### config.mk
export PLATFORM = sky130hd
export DESIGN_NAME = boa_muldiv_ctl
export DESIGN_NICKNAME = d
export VERILOG_FILES = /design/src/rtl/boa_muldiv_ctl.sv
export SDC_FILE = /design/constraint.sdc
export NUM_CORES = 1
export LEC_CHECK = 0
export ABC_AREA = 1
export BUFFER_PORTS_ARGS = -buffer_cell sky130_fd_sc_hd__buf_2
export CAP_MARGIN = 20
export CORE_AREA = 3 3 144 146
export DETAILED_ROUTE_END_ITERATION = 6
export DIE_AREA = 0 0 147 149
export HOLD_SLACK_MARGIN = 0.15
export PLACE_DENSITY = 0.76
export SYNTH_ARGS = -nofsm -noshare
export SYNTH_HDL_FRONTEND = slang
export SYNTH_SLANG_ARGS = --single-unit
### constraint.sdc
create_clock -name clk -period 2.15 [get_ports clk]
set_input_delay 0.3225 -clock clk [delete_from_list [all_inputs] [get_ports clk]]
set_output_delay 0.3225 -clock clk [all_outputs]
set_load 0.05 [all_outputs]
### src/rtl/boa_muldiv_ctl.sv
// boa_muldiv_ctl: sequences M-extension operations onto an external
// zero-latency multiplier and a pipelined divider. Requests and responses
// use valid/ready handshakes. flush is a synchronous abort; rst_n is an
// asynchronous abort.
module boa_muldiv_ctl #(
   parameter int DIV_LATENCY = 1,
   parameter int TAG_W       = 5
) (
   input  logic             clk,
   input  logic             rst_n,
   input  logic             flush,
   input  logic             req_valid,
   output logic             req_ready,
   input  logic [2:0]       req_op,
   input  logic [31:0]      req_lhs,
   input  logic [31:0]      req_rhs,
   input  logic [TAG_W-1:0] req_tag,
   output logic             resp_valid,
   input  logic             resp_ready,
   output logic [31:0]      resp_data,
   output logic [TAG_W-1:0] resp_tag,
   output logic             busy,
   output logic             mul_u_lhs,
   output logic             mul_u_rhs,
   output logic [31:0]      mul_lhs,
   output logic [31:0]      mul_rhs,
   input  logic [63:0]      mul_res,
   output logic             div_u,
   output logic [31:0]      div_lhs,
   output logic [31:0]      div_rhs,
   input  logic [31:0]      div_res,
   input  logic [31:0]      mod_res
);

   localparam int CNT_W = $clog2(DIV_LATENCY + 1);
   localparam logic [CNT_W-1:0] CNT_LOAD = CNT_W'(DIV_LATENCY);
   localparam logic [CNT_W-1:0] CNT_ONE  = CNT_W'(1);

   localparam logic [2:0] OP_MUL    = 3'd0;
   localparam logic [2:0] OP_MULH   = 3'd1;
   localparam logic [2:0] OP_MULHSU = 3'd2;

   typedef enum logic [1:0] {
      S_IDLE = 2'd0,
      S_EXEC = 2'd1,
      S_DONE = 2'd2
   } state_t;

   state_t           state_q, state_d;
   logic [CNT_W-1:0] cnt_q, cnt_d;
   logic [2:0]       op_q, op_d;
   logic [31:0]      lhs_q, lhs_d;
   logic [31:0]      rhs_q, rhs_d;
   logic [TAG_W-1:0] tag_q, tag_d;
   logic             u_lhs_q, u_lhs_d;
   logic             u_rhs_q, u_rhs_d;
   logic             div_u_q, div_u_d;
   logic [31:0]      resp_data_q, resp_data_d;
   logic [TAG_W-1:0] resp_tag_q, resp_tag_d;
   logic             accept_s;
   logic [31:0]      result_s;

   // A new request may enter only from IDLE, or from DONE while the held
   // response is being taken; never during EXEC so the divider is not restarted.
   assign req_ready  = !flush && ((state_q == S_IDLE) || ((state_q == S_DONE) && resp_ready));
   assign accept_s   = req_valid && req_ready;
   assign resp_valid = (state_q == S_DONE);
   assign busy       = (state_q != S_IDLE);
   assign resp_data  = resp_data_q;
   assign resp_tag   = resp_tag_q;

   // Datapath ports come straight from the operand registers, which only
   // change on accept, so they are stable through EXEC and hold afterwards.
   assign mul_lhs   = lhs_q;
   assign mul_rhs   = rhs_q;
   assign div_lhs   = lhs_q;
   assign div_rhs   = rhs_q;
   assign mul_u_lhs = u_lhs_q;
   assign mul_u_rhs = u_rhs_q;
   assign div_u     = div_u_q;

   // Result selection for the operation currently in EXEC; divide-by-zero and
   // signed overflow are resolved here without trusting the divider.
   always_comb begin
      result_s = 32'd0;
      if (!op_q[2]) begin
         if (op_q == OP_MUL) begin
            result_s = mul_res[31:0];
         end else begin
            result_s = mul_res[63:32];
         end
      end else if (rhs_q == 32'd0) begin
         result_s = op_q[1] ? lhs_q : 32'hFFFF_FFFF;
      end else if (!op_q[0] && (lhs_q == 32'h8000_0000) && (rhs_q == 32'hFFFF_FFFF)) begin
         result_s = op_q[1] ? 32'd0 : 32'h8000_0000;
      end else begin
         result_s = op_q[1] ? mod_res : div_res;
      end
   end

   // Next-state logic: FSM transitions, latency counter, request capture and
   // response capture, with flush overriding everything.
   always_comb begin
      state_d     = state_q;
      cnt_d       = cnt_q;
      op_d        = op_q;
      lhs_d       = lhs_q;
      rhs_d       = rhs_q;
      tag_d       = tag_q;
      u_lhs_d     = u_lhs_q;
      u_rhs_d     = u_rhs_q;
      div_u_d     = div_u_q;
      resp_data_d = resp_data_q;
      resp_tag_d  = resp_tag_q;
      if (flush) begin
         state_d = S_IDLE;
         cnt_d   = '0;
      end else begin
         case (state_q)
            S_IDLE: begin
               if (accept_s) begin
                  state_d = S_EXEC;
               end else begin
                  state_d = S_IDLE;
               end
            end
            S_EXEC: begin
               if (cnt_q == '0) begin
                  state_d     = S_DONE;
                  resp_data_d = result_s;
                  resp_tag_d  = tag_q;
               end else begin
                  cnt_d = cnt_q - CNT_ONE;
               end
            end
            S_DONE: begin
               if (resp_ready) begin
                  state_d = accept_s ? S_EXEC : S_IDLE;
               end else begin
                  state_d = S_DONE;
               end
            end
            default: begin
               state_d = S_IDLE;
               cnt_d   = '0;
            end
         endcase
         if (accept_s) begin
            op_d  = req_op;
            lhs_d = req_lhs;
            rhs_d = req_rhs;
            tag_d = req_tag;
            cnt_d = (req_op[2] && (req_rhs != 32'd0)) ? CNT_LOAD : '0;
            case (req_op)
               OP_MULH: begin
                  u_lhs_d = 1'b0;
                  u_rhs_d = 1'b0;
               end
               OP_MULHSU: begin
                  u_lhs_d = 1'b0;
                  u_rhs_d = 1'b1;
               end
               default: begin
                  u_lhs_d = 1'b1;
                  u_rhs_d = 1'b1;
               end
            endcase
            div_u_d = req_op[2] && req_op[0];
         end else begin
            div_u_d = div_u_q;
         end
      end
   end

   // State and datapath registers with asynchronous active-low reset.
   always_ff @(posedge clk or negedge rst_n) begin
      if (!rst_n) begin
         state_q     <= S_IDLE;
         cnt_q       <= '0;
         op_q        <= 3'd0;
         lhs_q       <= 32'd0;
         rhs_q       <= 32'd0;
         tag_q       <= '0;
         u_lhs_q     <= 1'b0;
         u_rhs_q     <= 1'b0;
         div_u_q     <= 1'b0;
         resp_data_q <= 32'd0;
         resp_tag_q  <= '0;
      end else begin
         state_q     <= state_d;
         cnt_q       <= cnt_d;
         op_q        <= op_d;
         lhs_q       <= lhs_d;
         rhs_q       <= rhs_d;
         tag_q       <= tag_d;
         u_lhs_q     <= u_lhs_d;
         u_rhs_q     <= u_rhs_d;
         div_u_q     <= div_u_d;
         resp_data_q <= resp_data_d;
         resp_tag_q  <= resp_tag_d;
      end
   end

endmodule

==> summary.md <==
| Metric | Value |
|---|---|
| Status | `completed` |
| Sequential power share | `0.279` |
| First-pass DRT Iterations | `5` |
| DR vias | `around 8.0k` |
| Post-layout min period | `between 2000 and 2500 ps` |
| CTS H-tree depth | `4` |
| Setup TNS Final | `0 ps` |
| Min Hold Slack | `around 170 ps` |
| Max Clk Rate | `about 0.48 GHz` |
| Vias per Instance | `4.97` |
| Syn avg cell area | `just over 7 um^2` |
| Die Ht | `~150 um` |
| Top Layer Used | `met4` |
| Worst slew margin | `0.533` |
| Die area | `0.0219 mm^2` |
| Clock Pin Slew Worst Setup and Hold Paths | `around 60 ps` |
| Max Cap Viol | `0` |
| Number of synthesized flops with an enable pin | `0` |
| Worst-margin pin slew | `700 ps` |
| Switching power | `5550 uW` |
| Final Hold Viols | `0` |
| Share of cells above drive strength 1 | `0.360` |
| Slew Limit Fails | `0` |
| CTS Root Buffer Type | `clkbuf_16` |
| #FFs+latches synth | `approximately 120` |
| Ports | `around 380` |
| Leakage | `around 0.0055 uW` |
| CTS Buf Count | `17` |
| GR Util All Layers | `0.235` |
| Wire length on met3 | `slightly above 2 mm` |
| Comb power frac | `0.474` |
| Routed WL | `around 27 mm` |
| Cell variety after synth | `27` |
| Core area | `0.0195 mm^2` |
| VDD IR max | `around 660 uV` |
| Post-Syn Area | `~0.0070 mm^2` |
| Unrepaired setup endpoints after global routing | `false` |
| Post-Syn Nets | `about 1.2k` |
| Min-Delay Path Class | `in2reg` |
| Period utilisation layout | `0.969` |
| Post-synth top flop | `dfrtp_1` |
| Initial DRC count | `between 500 and 600` |
| Total power | `11300 uW` |
| Initial antenna violation count | `1` |
| PortBufs | `about 380` |
| Int Power | `around 5800 uW` |
| Synth top area cells | `dfrtp_1 41%, nand2_1 19%, buf_4 7.1%, a21oi_1 4.5%, nand3_2 4.3%` |
| Crit. End Element | `output pin` |
| Cell taking the most area after synthesis | `dfrtp_1` |
| Largest net degree at the start of global routing | `between 60 and 70` |
| Die Width | `approximately 150 um` |
| Initial core utilization | `0.361` |
| Synth warn | `0` |
| WS Path Type | `in2out` |
| Arr. time, crit path | `about 1800 ps` |
| FP Rows | `51` |
| Post-CTS Setup Inserts | `0` |
| Wl on met1 | `~11 mm` |
| CTS tree | `done` |
| Clock skew | `11.1 ps` |
| Setup-failing EPs final | `0` |
| RD Place Congestion | `0.874` |
| Register area share after synthesis | `0.408` |
| Grt ovf | `0` |
| Net Sw Frac | `0.491` |
| WP data required | `about 1800 ps` |
| DRC | `0` |
| Global-route wire length before repair | `around 41 mm` |
| Area growth syn-to-layout | `39.5%` |
| Startpoint Class | `input port` |
| Met2 wire length | `roughly 13 mm` |
| Yosys top cell area share | `0.408` |
| Clock Latency Late Sink | `~410 ps` |
| Clock buffer depth | `2` |
| Async SR Flop Fraction | `1.00` |
| Vias in the first global route | `7632` |
| Nets | `between 1.5k and 2k` |
| Clk pwr share | `0.247` |
| CTS sink count | `roughly 120` |
| Wirelength per Cell | `16.7 um` |
| Cells after synthesis | `980` |
| Crit Path Max Fanout | `4` |
| HPWL after DPL | `slightly below 20 mm` |
| Power Dens Cells | `1150 mW/mm^2` |
| Post-DRT Antenna Nets | `0` |
[state kept, by name (all words and copies together), names as in the netlist, 2 cells and up]
| signal | count |
|---|---|
| resp_tag | 5 |
| tag_q | 5 |
| div_lhs | 32 |
| op_q | 3 |
| resp_data | 32 |
| state_q | 2 |
| div_rhs | 32 |
[area by class of cell]
class                      count  area, um^2
tap                          265         332
antenna                        1        2.50
inverter                      52         195
timing repair buffer         448        2660
clock buffer                  23         478
sequential                   115        2880
multi-input combinational    686        3180
fill                        1856        9700
clock inverter                 9         104
[critical path: stages]
cell,delay (ps)
dlygate4sd3_1,550
buf_2,150
nor2_1,220
o21a_1,260
clkbuf_4,270
[cells in the mapped netlist, types with 2 or more instances]
cell / count
inv_2: 7
nand2_1: 365
o21ai_1: 45
nand4_1: 44
nor3_1: 4
nand3_1: 38
o21ai_0: 34
buf_1: 5
or2_1: 2
clkbuf_1: 22
inv_1: 45
buf_4: 67
buf_6: 6
nor2_1: 49
a21oi_1: 64
dfrtp_1: 115
nand3_2: 30
buf_2: 27
nor2_2: 3
[stage by stage]
step / setup slack (ps) / area, um^2 / utilization / cells
3_5_place_dp: 166 / 8820 / 0.452 / 1524
3_3_place_gp: 188 / 8820 / 0.452 / 1524
6_report: 66.3 / 9830 / 0.503 / 1599
2_1_floorplan: 384 / 7050 / - / 980
5_1_grt: 17.4 / 9830 / 0.503 / 1599
4_1_cts: 13.5 / 9820 / 0.503 / 1598
[logic make-up after synthesis]
family	share of synthesized area
buffers and inverters	0.142
flip-flops	0.408
AND/OR/NAND/NOR	0.341
AO/OA/AOI/OAI	0.107
multiplexers	0.00142
[layer usage]
| metal | track usage | up-vias |
|---|---|---|
| met5 | 0 | - |
| met4 | 0.0676 | 0 |
| met3 | 0.0532 | 48 |
| met2 | 0.408 | 413 |
| met1 | 0.296 | 3696 |
| li1 | - | 3794 |
[worst paths after layout]
path | from | to | slack, ps | cells past startpoint
max | flush | req_ready | 70 | 5
max in group asynchronous | rst_n | resp_data[21] | 1210 | 3
min | req_rhs[17] | div_rhs[17] | 170 | 3
min in group asynchronous | rst_n | resp_tag[3] | 360 | 2
min reg2reg | resp_data[11] | resp_data[11] | 480 | 2
max reg2reg | div_lhs[15] | resp_data[28] | 170 | 11
[layout by cell type, fill, tap and decap left out, types with 2 or more instances in the layout]
cell,instances
nand2_1,363
or2_1,2
clkbuf_1,3
dfrtp_1,114
o21ai_0,34
nand3_1,38
clkinv_2,4
dlygate4sd3_1,42
buf_2,373
bufinv_16,2
clkbuf_16,17
buf_12,10
buf_4,22
inv_1,45
nor2_1,49
nor2_2,3
clkbuf_8,3
clkinvlp_4,2
inv_2,7
nand3_2,30
nor3_1,4
o21ai_1,45
a21oi_1,64
nand4_1,44
[power groups by stage]
stage	Clock [uW]	Combinational, uW	Sequential (uW)
6_report	2800	5360	3150
5_1_grt	2960	5680	3230
4_1_cts	2840	5380	3150
3_5_place_dp	0	5300	3180
3_3_place_gp	0	5260	3170
2_1_floorplan	0	2350	4830
[timing repair]
action | CTS | global route
hold endpoints to repair | 59 | 0
gates resized for setup | 0 | 1
hold buffers | 42 | 0
endpoints found under the setup margin | 0 | 1
No activity file was read; power rests on OpenSTA's default activity.
